<file path="src/rtl/rgb_led_arbiter.sv">
// rgb_led_arbiter: round-robin owner of the shared RGB LED with minimum
// hold, dark gap between owners and glitch-free registered PWM outputs.
// Ports: clk, resetn (sync, active-low), req[NREQ], colour[NREQ*3*PWM_BITS],
//        grant[NREQ] (one-hot), busy, pwm_red/pwm_green/pwm_blue.
module rgb_led_arbiter #(
  parameter int NREQ         = 4,
  parameter int PWM_BITS     = 8,
  parameter int HOLD_CYCLES  = 4800000,
  parameter int BLANK_CYCLES = 48000
) (
  input  logic                       clk,
  input  logic                       resetn,
  input  logic [NREQ-1:0]            req,
  input  logic [NREQ*3*PWM_BITS-1:0] colour,
  output logic [NREQ-1:0]            grant,
  output logic                       busy,
  output logic                       pwm_red,
  output logic                       pwm_green,
  output logic                       pwm_blue
);

  localparam int IW = $clog2(NREQ);
  localparam int CW = 3 * PWM_BITS;
  localparam int HW = $clog2(HOLD_CYCLES) + 1;
  localparam int BW = $clog2(BLANK_CYCLES) + 1;

  localparam logic [HW-1:0]   HOLD_MAX  = HW'(HOLD_CYCLES);
  localparam logic [BW-1:0]   BLANK_END = BW'(BLANK_CYCLES - 1);
  localparam logic [NREQ-1:0] ONE       = NREQ'(1);
  localparam logic [IW-1:0]   PTR_RST   = IW'(NREQ - 1);

  typedef enum logic [1:0] {
    IDLE,
    OWN,
    BLANK
  } state_t;

  state_t              state;
  logic [IW-1:0]       owner;
  logic [IW-1:0]       ptr;
  logic [IW-1:0]       winner;
  logic [IW-1:0]       idx;
  logic                found;
  logic [HW-1:0]       hold_cnt;
  logic [BW-1:0]       blank_cnt;
  logic [PWM_BITS-1:0] pwm_cnt;
  logic [PWM_BITS-1:0] duty_r;
  logic [PWM_BITS-1:0] duty_g;
  logic [PWM_BITS-1:0] duty_b;
  logic [CW-1:0]       slice;
  logic                own_req;
  logic                others;

  // First requester after ptr, wrapping modulo NREQ.
  always_comb begin
    winner = ptr;
    idx    = '0;
    found  = 1'b0;
    for (int k = 1; k <= NREQ; k++) begin
      idx = IW'((int'(ptr) + k) % NREQ);
      if (!found && req[idx]) begin
        found  = 1'b1;
        winner = idx;
      end
    end
  end

  always_comb begin
    slice = '0;
    for (int i = 0; i < NREQ; i++) begin
      if (owner == IW'(i)) slice = colour[i*CW +: CW];
    end
  end

  // grant is one-hot on the owner while in OWN.
  assign own_req = |(req & grant);
  assign others  = |(req & ~grant);

  always_ff @(posedge clk) begin
    if (!resetn) begin
      state     <= IDLE;
      grant     <= '0;
      busy      <= 1'b0;
      owner     <= '0;
      ptr       <= PTR_RST;
      hold_cnt  <= '0;
      blank_cnt <= '0;
      pwm_cnt   <= '0;
      duty_r    <= '0;
      duty_g    <= '0;
      duty_b    <= '0;
      pwm_red   <= 1'b0;
      pwm_green <= 1'b0;
      pwm_blue  <= 1'b0;
    end else begin
      pwm_cnt   <= pwm_cnt + 1'b1;
      pwm_red   <= (pwm_cnt < duty_r);
      pwm_green <= (pwm_cnt < duty_g);
      pwm_blue  <= (pwm_cnt < duty_b);
      unique case (state)
        IDLE: begin
          if (|req) begin
            state    <= OWN;
            owner    <= winner;
            grant    <= ONE << winner;
            hold_cnt <= '0;
            busy     <= 1'b1;
          end
        end
        OWN: begin
          // Owner drop wins over hold expiry; both end in BLANK.
          if (!own_req || (hold_cnt >= HOLD_MAX && others)) begin
            state     <= BLANK;
            grant     <= '0;
            ptr       <= owner;
            duty_r    <= '0;
            duty_g    <= '0;
            duty_b    <= '0;
            blank_cnt <= '0;
          end else begin
            if (hold_cnt < HOLD_MAX) hold_cnt <= hold_cnt + 1'b1;
            // Reload only at the period boundary so a period is never cut.
            if (pwm_cnt == '1) begin
              duty_r <= slice[CW-1 -: PWM_BITS];
              duty_g <= slice[2*PWM_BITS-1 -: PWM_BITS];
              duty_b <= slice[PWM_BITS-1:0];
            end
          end
        end
        BLANK: begin
          if (blank_cnt == BLANK_END) begin
            state <= IDLE;
            busy  <= 1'b0;
          end else begin
            blank_cnt <= blank_cnt + 1'b1;
          end
        end
        default: state <= IDLE;
      endcase
    end
  end

endmodule

</file>
<file path="config.mk">
export PLATFORM = sky130hd
export DESIGN_NAME = rgb_led_arbiter
export DESIGN_NICKNAME = d
export VERILOG_FILES = /design/src/rtl/rgb_led_arbiter.sv
export SDC_FILE = /design/constraint.sdc
export NUM_CORES = 1
export LEC_CHECK = 0
export ABC_AREA = 0
export BUFFER_PORTS_ARGS = -buffer_cell sky130_fd_sc_hd__buf_2
export CAP_MARGIN = 30
export CORE_ASPECT_RATIO = 0.8
export CORE_UTILIZATION = 30
export CTS_BUF_LIST = sky130_fd_sc_hd__clkbuf_8
export DETAILED_ROUTE_END_ITERATION = 8
export SLEW_MARGIN = 40
export SYNTH_ARGS = -nofsm -noshare
export SYNTH_HDL_FRONTEND = slang
export SYNTH_SLANG_ARGS = --single-unit
</file>
<file path="constraint.sdc">
create_clock -name clk -period 5.8 [get_ports clk]
set_input_delay 1.45 -clock clk [delete_from_list [all_inputs] [get_ports clk]]
set_output_delay 1.45 -clock clk [all_outputs]
set_load 0.03 [all_outputs]
</file>
## After elaboration in Yosys (flattened, before gate mapping)

Index checks and enable logic that the tools add are counted.

- Register bits: 87
- Input port bits: 102
- Output and inout port bits: 8
- Word-level logic and storage cells: 115

- Add/subtract/negate cells: 7
- $lt $le $gt $ge: 9
- Equal/unequal tests: 13
- Shifts and indexed selects: 1
- Multiplexer cells: 42
- Bitwise operators: 3
- Reductions and logical operators: 26

Operators with widths:

| cell | number |
|---|---|
| 24-bit 2-to-1 mux | 7 |
| 8-bit 2-to-1 mux | 6 |
| 24-bit case mux with 2 select lines | 1 |
| 17-bit 2-to-1 mux | 2 |
| 17-bit case mux with 2 select lines | 1 |
| 24-bit by 1-bit adder with 24-bit output (second input constant) | 1 |
| 24-bit by 23-bit greater-or-equal comparator with 1-bit output (second input constant) | 1 |
| 24-bit by 23-bit less-than comparator with 1-bit output (second input constant) | 1 |
| 8-bit less-than comparator | 3 |
| 17-bit by 1-bit adder with 17-bit output (second input constant) | 1 |
| 17-bit by 16-bit == test with 1-bit output (second input constant) | 1 |
| 2-bit 2-to-1 mux | 7 |
| 2-bit by 3-bit less-than comparator with 1-bit output (second input constant) | 4 |
| 2-bit != test (second input constant) | 6 |
| 3-bit AND reduction | 4 |
| 4-bit OR reduction | 3 |
| 1-bit 2-to-1 mux | 9 |
| 8-bit by 1-bit adder with 8-bit output (second input constant) | 1 |
| 4-bit bitwise AND | 2 |
| 1-bit binary-select mux with 2-bit select | 4 |
| 8-bit == test (second input constant) | 1 |
| 4-bit 2-to-1 mux | 2 |
| 4-bit case mux with 2 select lines | 1 |
| 2-bit nonzero test | 4 |
| other kinds (14) | 28 |

## Longest topological paths before layout

- Depth after elaboration: 16
- Depth in mapped cells: 8
- Mapped depth without buffers: 7

## Worst setup path before layout

No wires, ideal clock.

- Kind: input to register
- Start point: in req[1]
- End point: reg hold_cnt[11]
- Setup time: 0.118 ns
- Data arrival time: 2.657 ns
- Data required time: 5.682 ns
- Setup slack: 3.025 ns
- Stages on the path: 6
- Path buffers: 1
- Cell sequence: nor4_1 or3_1 clkbuf_1 o21ai_2 a41oi_1 nor2_1

- Word-level cells in the longest chain between the ends: 6
- Elaborated cells on any way between the ends: 11
- Classes of those cells: eq/ne (2); bitwise (2); reduce/logical (7)

RTL lines:

| element | line | text |
|---|---|---|
| start, declared | 13 | `input logic [NREQ-1:0] req,` |
| 4-bit bitwise AND (on tied branches) | 76, 77 |  |
| 4-bit OR reduction (on tied branches) | 76, 77 |  |
| 1-bit zero test or 1-bit logical AND (tied branches) | 112 | `if (!own_req \|\| (hold_cnt >= HOLD_MAX && others)) begin` |
| 1-bit logical OR | 112 |  |
| 2-bit != test (no line) | - |  |
| 4-bit AND reduction (no line) * | - |  |
| end signal, assigned | 121 | `if (hold_cnt < HOLD_MAX) hold_cnt <= hold_cnt + 1'b1;` |
| end, declared | 44 | `logic [HW-1:0] hold_cnt;` |

Every way passes the cells marked *; elsewhere a longest branch is shown, timed or not.
A chain may end at the register's enable or synchronous reset.

## Worst setup path in the final report

- Start point: in req[1]
- End point: reg hold_cnt[15]

Same word-level chain as after synthesis.

==> flow_summary.toml <==
[place]
hpwl_after_detailed_placement_mm = 8.90
port_buffers = 109
place_congestion = 0.843

[setup_path]
setup.worst_path.start_class = "input pin"
worstPathMaxFanout = 18
reg2reg_from = "pwm_cnt[1]"
critical_path_required_ns = 6.11
setup.reg_to_reg.worst_slack_ns = 3.56
worst_ep_arrival_time_ns = 3.25
worst_r2r_endpoint = "duty_r[0]"
worst_setup_path_type = "in -> reg"
worstRegToRegCells = 7
worst_setup_path_end_kind = "flip-flop"

[grt]
grt_first_pass_wirelength_mm = 19.0
grt_start_max_net_pins = 39
antenna_found_initial = 0
grt.total_usage = 0.139
overflow_after_grt = 0
first_global_vias = 3904

[yosys]
ys.flop_type = "sky130_fd_sc_hd__dfxtp_1"
synth.net_count = 652
synth_top_area_frac = 0.350
ys_seq_elements = 87
postSynthCellCount = 525
yosys-top-cells-area = "sky130_fd_sc_hd__dfxtp_1 (35%), sky130_fd_sc_hd__mux4_2 (11%), sky130_fd_sc_hd__ha_1 (6.3%)"
synth_async_sr_flop_share = 0
synth_top_area_cell = "sky130_fd_sc_hd__dfxtp_1"
synth_cell_type_count = 63
syn_avg_cell_area_um2 = 9.48
yosysWarningCount = 0
fraction_of_the_yosys_area_taken_by_sequential_cells = 0.350
number_of_flops_mapped_to_enable_cells_by_yosys = 0
netlist_area_um2 = 4970

[power_and_ir_drop]
power_mw = 1.45
ir_drop_mv = 0.0931
pwr_density_cell_nw_per_um2 = 246
p_leak_nw = 2.45

[timing]
clock.fmax_ghz = 0.340
maxSlewHeadroom = 0.585
setup-violations-final = 0
grt_setup_unrepaired = "no"
slew_violations = 0
tns_ns = 0
final.min_clock_period_ns = 2.95
worstMarginPinSlew_ns = 0.618
hold_viol_final = 0
hold_slack_ns = 0.480
final.period_utilization = 0.508
finClkSkew_ns = 0.0126

[floorplanning]
design.die.area_um2 = 17100
pin_count = 110
initial_utilization = 0.311
die-width_um = 146
core_area_um2 = 16000
dieHeight_um = 117
rows = 41

[clock_network]
clkSlewWorstSetupHoldPaths_ns = 0.09
tritoncts = "built"
cts_root_buf = "sky130_fd_sc_hd__clkbuf_8"
cts_post_setup_buffers_inserted = 0
cts_inserted_buffers = 9
cts_buffer_depth = 2
worstSkewPairLatency_ns = 0.37
postCtsResizedCells = 0
clkSinkCount = 87
ctsHoldBuffers = 0
cts_max_level = 3

[drt]
drt_wl_total_mm = 11.7
drt_first_iter_violations = 275
drc = 0
detailroute.via_count = 4244
final_antenna_net_count = 0
detail_route.wl_per_cell_um = 13.9
dr.pass1.iters = 4
route.detailed.vias_per_inst = 5.02

[layout]
final_core_util = 0.369
flow.area_growth_from_synthesis_pct = 18.8
n_antenna_cell = 0
final_layout_size_suffix_gt1_frac = 0.273
nNetsFinal = 752

[hold_path]
whs_endpoint = "duty_r[6]"
timing.hold.worst_path_depth = 2
hold_path_class = "reg -> reg"
min-delay-start = "duty_r[6]"

[run]
drv_cap = 0

[status]
status = "complete, no violations"
==> how the worst max path moves through the flow <==
stage | startpoint | end | slack [ns]
after CTS | req[1] | hold_cnt[15] | 2.88
after global routing | req[1] | hold_cnt[2] | 2.62
after floorplan | req[1] | hold_cnt[11] | 3.03
final | req[1] | hold_cnt[15] | 2.85
after global placement | req[1] | hold_cnt[15] | 2.56
after detailed placement | req[1] | hold_cnt[12] | 2.45
==> final cells by class <==
cell class	count	area [µm²]
clock buffer	11	151
tap	215	269
clock inverter	5	65.1
sequential	87	1750
fill	1625	10100
timing repair buffer	111	561
inverter	32	120
multi-input combinational	384	3000
==> per-stage QoR <==
step / area [µm²] / setup slack, ns / instances
floorplan: 4970 / 3.03 / 525
global placement: 5690 / 2.56 / 829
detailed placement: 5700 / 2.45 / 829
CTS: 5910 / 2.88 / 845
global route: 5910 / 2.62 / 845
finish: 5910 / 2.85 / 845
==> synthesized netlist by cell type (all sizes together) (2+ instances only) <==
cell and count:
dfxtp 87, nand2 43, nor2 42, inv 32, nand3 31, o21ai 29
ha 25, a22o 24, mux4 24, xor2 19, and2 15, a21oi 14
buf 12, and3 11, clkbuf 10, nand4 8, a21boi 7, nand2b 7
a21o 6, and4 6, nor2b 6, o211ai 6, mux2i 5, nor3 5
a211oi 4, a31oi 4, nor4 4, xnor2 4, a22oi 3, nand3b 3
o211a 3, o21a 3, o22ai 3, or3 3, a41oi 2, o22a 2
o31ai 2, or2 2
==> sequential cells by signal, summed over array words and instances (netlist names), 2 cells and up <==
register	cells
duty_r	8
owner	2
duty_g	8
hold_cnt	24
state	2
duty_b	8
pwm_cnt	8
blank_cnt	17
ptr	2
grant	4
==> critical path: stages <==
cell	delay [ns]
sky130_fd_sc_hd__buf_2	0.13
sky130_fd_sc_hd__nor4_1	0.44
sky130_fd_sc_hd__or3_1	0.38
sky130_fd_sc_hd__nand2_1	0.15
sky130_fd_sc_hd__a21oi_4	0.44
sky130_fd_sc_hd__o21ai_0	0.16
sky130_fd_sc_hd__o21ai_0	0.09
==> power breakdown <==
part | switching (mW) | internal, mW
Clock | 0.225 | 0.226
Sequential | 0.0478 | 0.618
Combinational | 0.174 | 0.162
==> routing by layer <==
metal / vias up / wire length [µm] / track usage / share of wire
li1: 2124 / - / - / -
met1: 2042 / 5670 / 0.191 / 0.48
met2: 65 / 5490 / 0.215 / 0.47
met3: 13 / 422 / 0.0302 / 0.036
met4: 0 / 145 / 0.0500 / 0.012
met5: - / 0 / 0 / 0
==> placed cells by master (no fill, tap or decap), types with 4 or more instances in the layout <==
master                     Yosys  final
sky130_fd_sc_hd__a21boi_0      5      5
sky130_fd_sc_hd__dfxtp_1      87     86
sky130_fd_sc_hd__xnor2_1       4      4
sky130_fd_sc_hd__nor2b_1       6      6
sky130_fd_sc_hd__o21ai_0      20     20
sky130_fd_sc_hd__mux4_2       24     24
sky130_fd_sc_hd__a21oi_1      13     13
sky130_fd_sc_hd__o21ai_1       6      6
sky130_fd_sc_hd__o211ai_1      6      6
sky130_fd_sc_hd__a211oi_1      4      4
sky130_fd_sc_hd__nand4_1       8      8
sky130_fd_sc_hd__nand3_1      29     29
sky130_fd_sc_hd__buf_2         6    109
sky130_fd_sc_hd__and2_1       15     15
sky130_fd_sc_hd__nand2b_1      7      7
sky130_fd_sc_hd__a31oi_1       4      4
sky130_fd_sc_hd__a22o_1       24     24
sky130_fd_sc_hd__ha_1         25     25
sky130_fd_sc_hd__inv_1        32     32
sky130_fd_sc_hd__nand2_1      41     41
sky130_fd_sc_hd__a21o_1        6      6
sky130_fd_sc_hd__and3_1       11     11
sky130_fd_sc_hd__nor2_1       40     40
sky130_fd_sc_hd__and4_1        6      6
sky130_fd_sc_hd__xor2_1       19     19
sky130_fd_sc_hd__mux2i_1       5      5
sky130_fd_sc_hd__clkbuf_8      0     11
sky130_fd_sc_hd__nor3_1        4      4
==> logic make-up after synthesis <==
logic type | share of synthesized area
xor gates and xnor gates | 0.0405
and+or+nand+nor | 0.207
AOI/OAI and AO/OA | 0.172
muxes | 0.119
adders and majority gates | 0.0629
buffers and inverters | 0.0483
DFF | 0.350
Power figures use the tool's default switching activity.
